==> src/rtl/hazard_ctrl_pkg.sv <==
// Shared definitions for the pipeline hazard controller: state encoding,
// default register-index width and the hard-wired zero register index.
package hazard_ctrl_pkg;

  localparam int REG_W_DEF = 4;
  localparam int ZERO_REG_IDX = 0;

  typedef logic [1:0] state_t;

  localparam state_t ST_RUN      = 2'd0;
  localparam state_t ST_LD_STALL = 2'd1;
  localparam state_t ST_MC_BUSY  = 2'd2;

endpackage

==> src/rtl/hazard_ctrl_sat_counter.sv <==
// Saturating up-counter with synchronous clear; holds at all-ones instead of
// wrapping so long stalls never alias to small counts.
module sat_counter #(
  parameter int W = 16
) (
  input  logic         clock,
  input  logic         reset,
  input  logic         clear,
  input  logic         inc,
  output logic [W-1:0] count
);

  logic [W-1:0] count_r;

  // Count register: clear wins over increment, increment stops at all-ones.
  always_ff @(posedge clock or negedge reset) begin
    if (!reset) begin
      count_r <= {W{1'b0}};
    end else if (clear) begin
      count_r <= {W{1'b0}};
    end else if (inc && (count_r != {W{1'b1}})) begin
      count_r <= count_r + W'(1);
    end else begin
      count_r <= count_r;
    end
  end

  assign count = count_r;

endmodule

==> src/rtl/hazard_ctrl.sv <==
// Central pipeline control: combinational hold/flush strobes for IF/ID, ID/EX,
// EX/MEM and the PC, sequenced by a small FSM for load-use and multi-cycle ops.
module hazard_ctrl
  import hazard_ctrl_pkg::*;
#(
  parameter int REG_W  = REG_W_DEF,
  parameter int MC_LAT = 4,
  parameter int CNT_W  = 16
) (
  input  logic             clock,
  input  logic             reset,
  input  logic [REG_W-1:0] id_rs1,
  input  logic [REG_W-1:0] id_rs2,
  input  logic             id_uses_rs2,
  input  logic [REG_W-1:0] ex_rd,
  input  logic             ex_mem_read,
  input  logic             ex_reg_write,
  input  logic             ex_branch_taken,
  input  logic             ex_mc_start,
  output logic             pc_hold,
  output logic             ifid_hold,
  output logic             ifid_flush,
  output logic             idex_hold,
  output logic             idex_flush,
  output logic             exmem_flush,
  output logic             busy,
  output logic [CNT_W-1:0] stall_cycles
);

  localparam int CW = (MC_LAT > 2) ? $clog2(MC_LAT) : 1;
  // mc_cnt holds the MC_BUSY cycles still to go, including the current one.
  localparam logic [CW-1:0] MC_LOAD = CW'(MC_LAT - 2);
  localparam logic [REG_W-1:0] ZERO_R = REG_W'(ZERO_REG_IDX);

  state_t        state_r, state_nxt_s;
  logic [CW-1:0] mc_cnt_r, mc_cnt_nxt_s;
  logic          load_use_s;
  logic          pc_hold_s, ifid_hold_s, ifid_flush_s;
  logic          idex_hold_s, idex_flush_s, exmem_flush_s;

  assign load_use_s = ex_mem_read && ex_reg_write && (ex_rd != ZERO_R) &&
                      ((ex_rd == id_rs1) || (id_uses_rs2 && (ex_rd == id_rs2)));

  // Next-state, latency counter and raw strobe decode.
  always_comb begin
    state_nxt_s   = state_r;
    mc_cnt_nxt_s  = mc_cnt_r;
    pc_hold_s     = 1'b0;
    ifid_hold_s   = 1'b0;
    ifid_flush_s  = 1'b0;
    idex_hold_s   = 1'b0;
    idex_flush_s  = 1'b0;
    exmem_flush_s = 1'b0;
    case (state_r)
      ST_RUN: begin
        if (ex_branch_taken) begin
          ifid_flush_s = 1'b1;
          idex_flush_s = 1'b1;
        end else if (ex_mc_start) begin
          pc_hold_s     = 1'b1;
          ifid_hold_s   = 1'b1;
          idex_hold_s   = 1'b1;
          exmem_flush_s = 1'b1;
          mc_cnt_nxt_s  = MC_LOAD;
          if (MC_LAT > 2) begin
            state_nxt_s = ST_MC_BUSY;
          end else begin
            state_nxt_s = ST_RUN;
          end
        end else if (load_use_s) begin
          pc_hold_s    = 1'b1;
          ifid_hold_s  = 1'b1;
          idex_flush_s = 1'b1;
          state_nxt_s  = ST_LD_STALL;
        end else begin
          state_nxt_s = ST_RUN;
        end
      end
      ST_LD_STALL: begin
        if (ex_branch_taken) begin
          ifid_flush_s = 1'b1;
          idex_flush_s = 1'b1;
        end else begin
          ifid_flush_s = 1'b0;
        end
        state_nxt_s = ST_RUN;
      end
      ST_MC_BUSY: begin
        pc_hold_s     = 1'b1;
        ifid_hold_s   = 1'b1;
        idex_hold_s   = 1'b1;
        exmem_flush_s = 1'b1;
        if (mc_cnt_r <= CW'(1)) begin
          mc_cnt_nxt_s = {CW{1'b0}};
          state_nxt_s  = ST_RUN;
        end else begin
          mc_cnt_nxt_s = mc_cnt_r - CW'(1);
        end
      end
      default: begin
        mc_cnt_nxt_s = {CW{1'b0}};
        state_nxt_s  = ST_RUN;
      end
    endcase
  end

  // FSM state and multi-cycle latency counter.
  always_ff @(posedge clock or negedge reset) begin
    if (!reset) begin
      state_r  <= ST_RUN;
      mc_cnt_r <= {CW{1'b0}};
    end else begin
      state_r  <= state_nxt_s;
      mc_cnt_r <= mc_cnt_nxt_s;
    end
  end

  // Output gating: every strobe reads 0 while reset is held low.
  always_comb begin
    if (!reset) begin
      pc_hold     = 1'b0;
      ifid_hold   = 1'b0;
      ifid_flush  = 1'b0;
      idex_hold   = 1'b0;
      idex_flush  = 1'b0;
      exmem_flush = 1'b0;
      busy        = 1'b0;
    end else begin
      pc_hold     = pc_hold_s;
      ifid_hold   = ifid_hold_s;
      ifid_flush  = ifid_flush_s;
      idex_hold   = idex_hold_s;
      idex_flush  = idex_flush_s;
      exmem_flush = exmem_flush_s;
      busy        = (state_r != ST_RUN);
    end
  end

  sat_counter #(.W(CNT_W)) u_stall_cnt (
    .clock (clock),
    .reset (reset),
    .clear (1'b0),
    .inc   (pc_hold),
    .count (stall_cycles)
  );

endmodule

==> config.mk <==
export PLATFORM = sky130hd
export DESIGN_NAME = hazard_ctrl
export DESIGN_NICKNAME = d
export VERILOG_FILES = /design/src/rtl/hazard_ctrl_pkg.sv /design/src/rtl/hazard_ctrl_sat_counter.sv /design/src/rtl/hazard_ctrl.sv
export SDC_FILE = /design/constraint.sdc
export NUM_CORES = 1
export LEC_CHECK = 0
export CORE_ASPECT_RATIO = 0.7
export CORE_MARGIN = 10
export CORE_UTILIZATION = 43
export CTS_CLUSTER_DIAMETER = 60
export DETAILED_ROUTE_END_ITERATION = 16
export GPL_TIMING_DRIVEN = 1
export HOLD_SLACK_MARGIN = 0.12
export PLACE_DENSITY = 0.78
export SETUP_SLACK_MARGIN = 0.2
export SLEW_MARGIN = 0
export SYNTH_ARGS = -nofsm -noshare
export SYNTH_HDL_FRONTEND = slang
export SYNTH_SLANG_ARGS = --single-unit
==> constraint.sdc <==
create_clock -name clock -period 2 [get_ports clock]
set_clock_uncertainty 0.05 [all_clocks]
set_input_delay 0.2 -clock clock [delete_from_list [all_inputs] [get_ports clock]]
set_output_delay 0.2 -clock clock [all_outputs]
set_load 0.01 [all_outputs]
# Yosys cells after proc, flatten, opt, wreduce, memory -nomap -nowiden

Index checks and enable logic that the tools add are counted.

Add/subtract/negate cells: 2
$lt $le $gt $ge: 1
Eq/ne operators: 8
Muxes and demuxes: 26
Bitwise gates (word level): 1
Reductions and logical operators: 12

Operator list:

| cell                                                | count |
|---|---|
| adder 16 x 1 -> 16 bit, second input constant       | 1 |
| != test 16 bit, second input constant               | 1 |
| two-way mux 1 bit                                   | 15 |
| two-way mux 2 bit                                   | 6 |
| == test 4 bit                                       | 2 |
| != test 2 bit, second input constant                | 3 |
| one-hot mux 1 bit (2 select lines)                  | 3 |
| one-hot mux 2 bit (3 select lines)                  | 1 |
| logical AND 1 bit                                   | 5 |
| one-hot mux 2 bit (2 select lines)                  | 1 |
| nonzero test 4 bit                                  | 1 |
| AND reduction 3 bit                                 | 1 |
| == test 2 x 1 -> 1 bit, second input constant       | 1 |
| == test 2 bit, second input constant                | 1 |
| <= comparator 2 x 1 -> 1 bit, second input constant | 1 |
| zero test 2 bit                                     | 1 |
| AND reduction 2 bit                                 | 1 |
| nonzero test 2 bit                                  | 1 |
| OR reduction 2 bit                                  | 1 |
| subtractor 2 x 1 -> 2 bit, second input constant    | 1 |
| logical OR 1 bit                                    | 1 |
| inverter 1 bit                                      | 1 |

Bits in registers: 20
Input port bits: 19
Logic and storage cells: 53

# Logic depth before layout (Yosys ltp)

Gate-level depths: netlist (run 1).

Word-level depth: 10
Gate-level depth with buffers: 7
Gate-level depth less buffers: 6

# Hierarchy

A second synthesis (run 1) with hierarchy kept.

Cell total of the unflattened synthesis: 141
Area, all modules: 1321.3 um^2

By module, submodules not included:

| module      | times used | cells each | area an instance (um^2) | seq. area each (um^2) |
|---|---|---|---|---|
| sat_counter | 1          | 98         | 942.2                   | 400.4 |
| hazard_ctrl | 1          | 43         | 379.1                   | 100.1 |

# Worst setup path before layout (run 1)

OpenSTA, ideal clock, no wires.

Path type: register to register
Start point: register u_stall_cnt.count_r[0], in the netlist u_stall_cnt.count[0]
End point: register u_stall_cnt.count_r[1], in the netlist u_stall_cnt.count[1]
Setup time: 0.128 ns
Arrival time: 1.887 ns
Data required time: 1.822 ns
Slack: -0.065 ns
Stages on the path, launching flop included: 7
Path buffers: 0
Period minus slack after synthesis: 2.065 ns
Cell sequence: dfrtp_1 ha_1 and3_1 and3_1 and4_1 a31oi_1 mux2_1

Cells in the longest elaborated chain, start to end: 2
Elaborated cells on any way between the ends: 3

RTL lines:

| item                                                           | line                          | RTL |
|---|---|---|
| start, declared                                                | hazard_ctrl_sat_counter.sv:13 | `logic [W-1:0] count_r;` |
| start signal, assigned                                         | hazard_ctrl_sat_counter.sv:18 | `count_r <= {W{1'b0}};` |
| start signal, assigned                                         | hazard_ctrl_sat_counter.sv:20 | `count_r <= {W{1'b0}};` |
| start signal, assigned                                         | hazard_ctrl_sat_counter.sv:22 | `count_r <= count_r + W'(1);` |
| branches (longest 2 deep; another with adder 16 x 1 -> 16 bit) | n/a                           |  |

Parallel ways; which one is timed is not known.
A chain may end at the register's enable or synchronous reset.

# Worst setup path after layout (run 1)

Start point: register state_r[0]
End point: register u_stall_cnt.count_r[15], in the netlist u_stall_cnt.count[15]

Cells in the longest elaborated chain, start to end: 4
Elaborated cells on any way between the ends: 5

RTL lines:

| item                                             | line                          | RTL |
|---|---|---|
| start, declared                                  | hazard_ctrl.sv:35             | `state_t state_r, state_nxt_s;` |
| start signal, assigned                           | hazard_ctrl.sv:113            | `state_r <= state_nxt_s;` |
| == test 2 bit or zero test 2 bit (tied branches) | hazard_ctrl.sv:54             | `case (state_r)` |
| one-hot mux 1 bit (2 select lines) *             | hazard_ctrl.sv:54             |  |
| two-way mux 1 bit *                              | hazard_ctrl.sv:120            | `if (!reset) begin` |
| logical AND 1 bit *                              | hazard_ctrl_sat_counter.sv:21 | `end else if (inc && (count_r != {W{1'b1}})) begin` |
| end signal, assigned                             | hazard_ctrl_sat_counter.sv:20 |  |
| end signal, assigned                             | hazard_ctrl_sat_counter.sv:22 |  |
| end signal, assigned                             | hazard_ctrl_sat_counter.sv:24 | `count_r <= count_r;` |

Every way passes the cells marked *; elsewhere a longest branch is shown, timed or not.

==> reports/metrics.yaml, run 1 <==
status: "completed"
min_path_type: "in2reg"
syn-num-nets: 179
synth_cell_types: 49
slew_viol_final: 0
die_width_um: 89.74
post-route-period-util: 0.9525
finalSetupViolCount: 0
p_leak_nw: 1.096
crit_arrival_ns: 2.01
via_count: 1844
worst_pin_slew_ns: 0.4221
netlist_top_cells_area: "dfrtp_1, xor2_1, nor3_1"
p_per_area_mw_per_mm2: 819.4
io_buffers: 41
ir_drop_mv: 0.6173
yosysMostFrequentCell: "dfrtp_1"
clk_latency_ns: 0.27
gr-total-overflow: 0
path_class: "reg2reg"
end_kind: "register"
startpoint: "state_r[0]$_DFFE_PN0P_"
crit_chain: "nand2b_4 > nor2_2 > buf_4 > nand4_4 > a31oi_1 > mux2_2"
rows: 17
hold_start: "ex_branch_taken"
dieArea_sq_mm: 0.006175
clk_pin_slew_ns: 0.08
gp_congestion: 0.9370
synth-seq-area-share: 0.3419
grt_usage: 0.1848
hpwl_um: 3645
worstPathRequired_ns: 2.11
syn_inst: 159
cts_buffers: 3
ios: 42
fin_hold_ws_ns: 0.2638
finalWirelength_um: 6549
synth_commonest_cells: "dfrtp_1, nand2_1, nor2_1"
syn_to_final_growth_pct: 73.16
synth_area_per_cell_sq_um: 9.207
crit_path_max_fanout: 7
startpoint_type: "register"
synth_edf_count: 0
cap_violations: 0
placed_cell_area_sq_mm: 0.002155
timing.fmax_mhz: 524.9
first_pass_iters: 5
avgRoutedWirePerCell_um: 22.28
htreeDepth: 1
synth_ff_type: "dfrtp_1"
antennaDiodeCount: 0
n_fill_cell: 189
root_buffer: "clkbuf_8"
cpPeakStageDelay_ns: 0.38
die_y_um: 68.82
yosys_warnings: 0
fin_nets: 268
drtAntennaViolNets: 0
grt_pass1_wl_um: 9259
synth_area_leader_cell: "dfrtp_1"
yosysTopAreaCellShare: 0.3419
critPathSlowestCell: "dfrtp_1"
reg2reg_from: "state_r[0]$_DFFE_PN0P_"
synthArstFlopShare: 1.000
drc_errors: 0
routed_via_density: 6.272
yosys_register_bits: 20
hold_viol: 0
core_area_sq_mm: 0.003212
cts_buffer_depth: 2
drive_above_1_share: 0.4777
clock_sink_count: 20
design_area_sq_mm: 0.002535
grt_pass1_vias: 1765
antenna_found_initial: 0
start_util: 0.4558
rsz0062_at_grt: "yes"
netlist_area_sq_mm: 0.001464
grt_max_degree: 13
period_minus_slack_ns: 1.905
drt_iter0_drc: 223
maxSlewHeadroom: 0.7177
cts_tree: "done"
utilization: 0.7892
registers in the layout, summed over array words and instances (netlist names):
register,cells
u_stall_cnt.count,16
mc_cnt_r,2
state_r,2
per-stage QoR:
stage          setup WS [ns]  power (mW)  instances  setup TNS (ns)
4_1_cts               0.1909       1.951        285               0
5_1_grt              0.04526       2.181        294               0
3_3_place_gp         -0.4100       1.510        269          -4.771
2_1_floorplan         0.1800       1.096        159               0
6_report             0.09492       2.077        294               0
3_5_place_dp         -0.4475       1.554        269          -5.819
report_power, final:
group          internal [mW]  total [mW]  switching, mW  leakage [nW]
clock                  0.176       0.320          0.144        0.0288
sequential             0.521       0.701          0.179         0.233
combinational          0.567        1.06          0.490         0.834
cell type report:
type,count,area (sq um),area share
repair buffers,91,772.0,0.3045
flip-flops and latches,20,509.2,0.2009
well taps,47,58.81,0.02320
inverters,5,18.77,0.007404
clock buffers,4,55.05,0.02172
multi-input cells,127,1121,0.4423
placed cells by master, fill, tap and decap left out, types with 7 or more instances in the layout:
cell	synthesis	final
nand3_1	8	7
buf_4	4	46
nor2_1	11	8
dfrtp_1	20	13
nand2_1	12	11
dfrtp_2	0	7
nor3_1	9	7
clkdlybuf4s50_1	0	19
dlygate4sd2_1	0	8
buf_2	1	9
routing by layer:
metal	part of all wire	up-vias	global-route usage
met5	0	-	0
met4	0.045	0	0.08032
met3	0.098	42	0.03879
met2	0.49	146	0.3394
met1	0.37	875	0.2103
li1	-	781	-
kinds of logic (layout without fill, tap and decap cells):
family                   Yosys count  count (layout)  synth area share
AND/OR/NAND/NOR                   74              74            0.3111
buffers and inverters             12             100           0.04188
XOR/XNOR                          11              11           0.06582
AO/OA/AOI/OAI                     35              35            0.1829
multiplexers                       6               6           0.04786
flip-flops                        20              20            0.3419
adder cells (fa/ha/maj)            1               1          0.008546
repair_timing:
item,CTS,global route
hold endpoints to repair,9,0
pin swaps,12,14
buffers inserted,10,9
hold buffers,1,0
endpoints found under the setup margin,23,20
resized for setup,65,35
cloned,1,0
worst max-delay path, delay by kind of cell, from the launching register on:
family,cells,cell delay (ns)
buffers and inverters,1,0.19
AOI/OAI and AO/OA,1,0.31
and+or+nand+nor,3,0.50
DFF,1,0.38
muxes,1,0.37
worst paths after layout:
check	to	slack (ns)	depth (start not counted)
setup / recovery	u_stall_cnt.count[15]$_DFFE_PN0P_	0.09	6
hold / removal	state_r[0]$_DFFE_PN0P_	0.26	3
setup reg to reg	u_stall_cnt.count[15]$_DFFE_PN0P_	0.09	6
hold reg to reg	u_stall_cnt.count[13]$_DFFE_PN0P_	0.48	1
max in group asynchronous	u_stall_cnt.count[0]$_DFFE_PN0P_	0.77	3
min in group asynchronous	u_stall_cnt.count[10]$_DFFE_PN0P_	0.28	2
Note: power is estimated with default switching activity, not from simulation.
==> run 2: changes to the inputs <==
- CORE_MARGIN: 10 -> default
- GPL_ROUTABILITY_DRIVEN: default -> 0
- SKIP_LAST_GASP: default -> 1
==> reports/metrics.yaml, run 2 (synthesized netlist as in run 1, its figures left out) <==
p_leak_nw: 1.081
grt_usage: 0.2996
status: "completed"
root_buffer: "clkbuf_8"
gr-total-overflow: 0
ir_drop_mv: 0.4730
cts_tree: "done"
hpwl_um: 3514
core_area_sq_mm: 0.003191
period_minus_slack_ns: 1.867
antenna_found_initial: 0
htreeDepth: 1
post-route-period-util: 0.9336
syn_to_final_growth_pct: 72.65
worst_pin_slew_ns: 0.3267
cpMostUsedCell: "and3_4"
grt_pass1_vias: 1697
start_util: 0.4588
design_area_sq_mm: 0.002527
min_path_type: "in2async"
p_per_area_mw_per_mm2: 801.8
die_y_um: 50.82
grt_max_degree: 21
grt_pass1_wl_um: 8121
first_pass_iters: 4
clk_pin_slew_ns: 0.07
ctsHoldBuffers: 0
largest_reg_flops: 16
cts_buffers: 3
rsz0062_at_grt: "yes"
fin_hold_ws_ns: 0.1069
rr_worst_depth: 6
ios: 42
finalSetupViolCount: 0
clk_latency_ns: 0.27
finalWirelength_um: 5780
startpoint_type: "register"
layout.cells.most_common: "buf_4"
maxSlewHeadroom: 0.7794
drc_errors: 0
placed_cell_area_sq_mm: 0.002121
fin_nets: 260
drt_iter0_drc: 161
rows: 17
crit_path_max_fanout: 4
io_buffers: 41
critPathSlowestCell: "dfrtp_2"
clock_sink_count: 20
path_class: "reg2reg"
cpPeakStageDelay_ns: 0.43
drtAntennaViolNets: 0
crit_chain: "ha_4 > and3_4 > and3_4 > and4_4 > a31oi_4 > mux2_4"
final_cell_mix: "buf_4, clkdlybuf4s50_1, dfrtp_1, nand2_1, buf_6"
dieArea_sq_mm: 0.003645
worstPathRequired_ns: 2.11
via_count: 1779
timing.fmax_mhz: 535.6
slew_viol_final: 0
hold_viol: 0
drive_above_1_share: 0.4603
cts_buffer_depth: 2
crit_arrival_ns: 1.98
end_kind: "register"
die_width_um: 71.74
avgRoutedWirePerCell_um: 20.79
cap_violations: 0
routed_via_density: 6.399
run 2: power by group:
part           switching, mW  internal [mW]
Sequential             0.179          0.520
Combinational          0.469          0.542
Clock                  0.141          0.176
run 2: metal layers:
metal	wire length [um]	up-vias	GRT usage
li1	-	758	-
met5	0	-	0
met1	2377	855	0.3845
met2	2677	124	0.4733
met3	420	42	0.06903
met4	306	0	0.1601
run 2: repair_timing:
action / 4_1_cts / 5_1_grt
setup endpoints to repair: 22 / 20
pin swaps: 16 / 19
resized for setup: 58 / 55
setup buffers: 10 / 6
endpoints found under the hold margin: 0 / 0
run 2: worst max-delay path, delay by kind of cell, from the launching register on:
kind | cells | cell delay (ns)
simple gates | 3 | 0.59
flops | 1 | 0.43
mux | 1 | 0.32
compound gates | 1 | 0.20
fa+ha+maj | 1 | 0.17
run 2: area by class of cell:
class | count | area, sq um
multi-input combinational | 127 | 1159
clock buffer | 4 | 55.05
antenna | 1 | 2.502
tap | 38 | 47.55
timing repair buffer | 83 | 738.2
inverter | 5 | 18.77
sequential | 20 | 506.7
fill | 193 | 663.1
run 2: worst paths after layout:
path / start / end / slack [ns]
setup / recovery: u_stall_cnt.count[1]$_DFFE_PN0P_ / u_stall_cnt.count[1]$_DFFE_PN0P_ / 0.13
max in group asynchronous: reset / u_stall_cnt.count[7]$_DFFE_PN0P_ / 1.55
hold / removal: reset / u_stall_cnt.count[9]$_DFFE_PN0P_ / 0.11
min in group clock: ex_branch_taken / state_r[0]$_DFFE_PN0P_ / 0.24
hold reg to reg: u_stall_cnt.count[13]$_DFFE_PN0P_ / u_stall_cnt.count[13]$_DFFE_PN0P_ / 0.47
setup reg to reg: u_stall_cnt.count[1]$_DFFE_PN0P_ / u_stall_cnt.count[1]$_DFFE_PN0P_ / 0.13
run 2: through the flow:
| stage | util | std cells | TNS (ns) | power, mW | setup WS, ns |
|---|---|---|---|---|---|
| detailed placement | 0.6647 | 257 | -5.057 | 1.546 | -0.3956 |
| global route | 0.7914 | 277 | 0 | 2.122 | 0.08625 |
| global placement | 0.6647 | 257 | -3.804 | 1.495 | -0.3291 |
| finish | 0.7922 | 278 | 0 | 2.027 | 0.1328 |
| CTS | 0.7322 | 271 | 0 | 1.927 | 0.1512 |
| floorplan | - | 159 | 0 | 1.096 | 0.1800 |
==> run 3: changes to the inputs <==
- CELL_PAD_IN_SITES_DETAIL_PLACEMENT: default -> 0
- CELL_PAD_IN_SITES_GLOBAL_PLACEMENT: default -> 1
- CORE_UTILIZATION: 43 -> 32
==> reports/metrics.yaml, run 3 (synthesized netlist as in run 1, its figures left out) <==
start_util: 0.3362
final_cell_mix: "buf_4, clkdlybuf4s50_1, dfrtp_1, nand2_1"
antennaDiodeCount: 0
drt_iter0_drc: 97
finalWirelength_um: 5172
finalSetupViolCount: 0
die_y_um: 58.59
seqPwrFrac: 0.334
power.share.clock: 0.160
layout.cells.most_common: "buf_4"
grt_usage: 0.2002
first_pass_iters: 4
io_buffers: 41
die_width_um: 82.84
grt_pass1_wl_um: 7783
end_kind: "register"
worst_pin_slew_ns: 0.3568
p_per_area_mw_per_mm2: 784.6
slew_viol_final: 0
fin_setup_tns_ns: 0
timing.fmax_mhz: 540.7
drtAntennaViolNets: 0
cts_buffer_depth: 2
cts_tree: "done"
via_count: 1632
ios: 42
cts_buffers: 3
power_frac_comb: 0.505
clk_pin_slew_ns: 0.08
cap_violations: 0
rows: 20
ctsHoldBuffers: 0
root_buffer: "clkbuf_8"
syn_to_final_growth_pct: 74.70
antenna_found_initial: 0
hpwl_um: 3490
clock_sink_count: 20
crit_arrival_ns: 1.95
status: "completed"
multi_input_area_sq_mm: 0.001192
core_area_sq_mm: 0.004354
htreeDepth: 1
dp_cells: 276
post-route-period-util: 0.9248
dieArea_sq_mm: 0.004854
dp_slack_ns: -0.4330
p_switching_mw: 0.7675
path_class: "reg2reg"
p_int_mw: 1.239
worstPathRequired_ns: 2.10
fin_hold_ws_ns: 0.1269
fin_cells: 294
maxSlewHeadroom: 0.7613
placed_cell_area_sq_mm: 0.002157
clk_latency_ns: 0.26
worst_slack_ns: 0.1504
routed_via_density: 5.551
regArea_sq_um: 505.5
swShare: 0.3825
ir_drop_mv: 0.3347
fin_nets: 260
period_minus_slack_ns: 1.850
gr-total-overflow: 0
drc_errors: 0
startpoint_type: "register"
design_area_sq_mm: 0.002557
hold_viol: 0
avgRoutedWirePerCell_um: 17.59
grt_pass1_vias: 1550
drive_above_1_share: 0.4770
grt_max_degree: 21
crit_path_max_fanout: 3
rr_worst_depth: 6
min_path_type: "in2async"
largest_reg_flops: 16
rsz0062_at_grt: "yes"
p_leak_nw: 1.066
n_fill_cell: 373
run 3: through the flow:
| stage | util | total power [mW] |
|---|---|---|
| after floorplan | - | 1.096 |
| after global placement | 0.4954 | 1.523 |
| after detailed placement | 0.4954 | 1.557 |
| after CTS | 0.5417 | 1.931 |
| after global routing | 0.5874 | 2.120 |
| final | 0.5874 | 2.007 |
run 3: cell type report:
type | count | area share
multi-input combinational | 127 | 0.4662
timing repair buffer | 83 | 0.2803
sequential | 20 | 0.1977
tap | 55 | 0.02691
clock buffer | 4 | 0.02153
inverter | 5 | 0.007339
run 3: final timing paths:
path	slack [ns]	end	from
worst max-delay path	0.15	u_stall_cnt.count[15]$_DFFE_PN0P_	u_stall_cnt.count[1]$_DFFE_PN0P_
worst min-delay path	0.13	mc_cnt_r[1]$_DFFE_PN0P_	reset
worst max register to register	0.15	u_stall_cnt.count[15]$_DFFE_PN0P_	u_stall_cnt.count[1]$_DFFE_PN0P_
worst min register to register	0.47	u_stall_cnt.count[13]$_DFFE_PN0P_	u_stall_cnt.count[13]$_DFFE_PN0P_
max in group asynchronous	1.52	u_stall_cnt.count[4]$_DFFE_PN0P_	reset
min in group clock	0.24	state_r[0]$_DFFE_PN0P_	ex_branch_taken
run 3: power by group through the flow:
stage	clock, mW	sequential [mW]	combinational (mW)
final	0.322	0.671	1.01
after global routing	0.349	0.688	1.08
after CTS	0.329	0.657	0.945
after floorplan	0	0.690	0.406
after detailed placement	0	0.677	0.880
after global placement	0	0.670	0.853
run 3: per-layer routing:
metal  GRT usage  wire length, um  part of all wire
met1      0.2926             2342              0.45
met2      0.3208             2488              0.48
met3     0.02805              319             0.062
met4     0.03695               23            0.0044
met5           0                0                 0
run 3: what timing repair did:
item / 4_1_cts / 5_1_grt
endpoints found under the setup margin: 22 / 19
gates resized for setup: 62 / 48
setup buffers: 8 / 6
pin swaps: 15 / 18
endpoints found under the hold margin: 0 / 0
run 3: worst max-delay path, cell delays in order (launching register included):
cell and delay, ns:
dfrtp_2 0.39, buf_4 0.13, nand3_1 0.13, nor2_1 0.34, nand3_1 0.19, a31oi_4 0.17
mux2_2 0.34
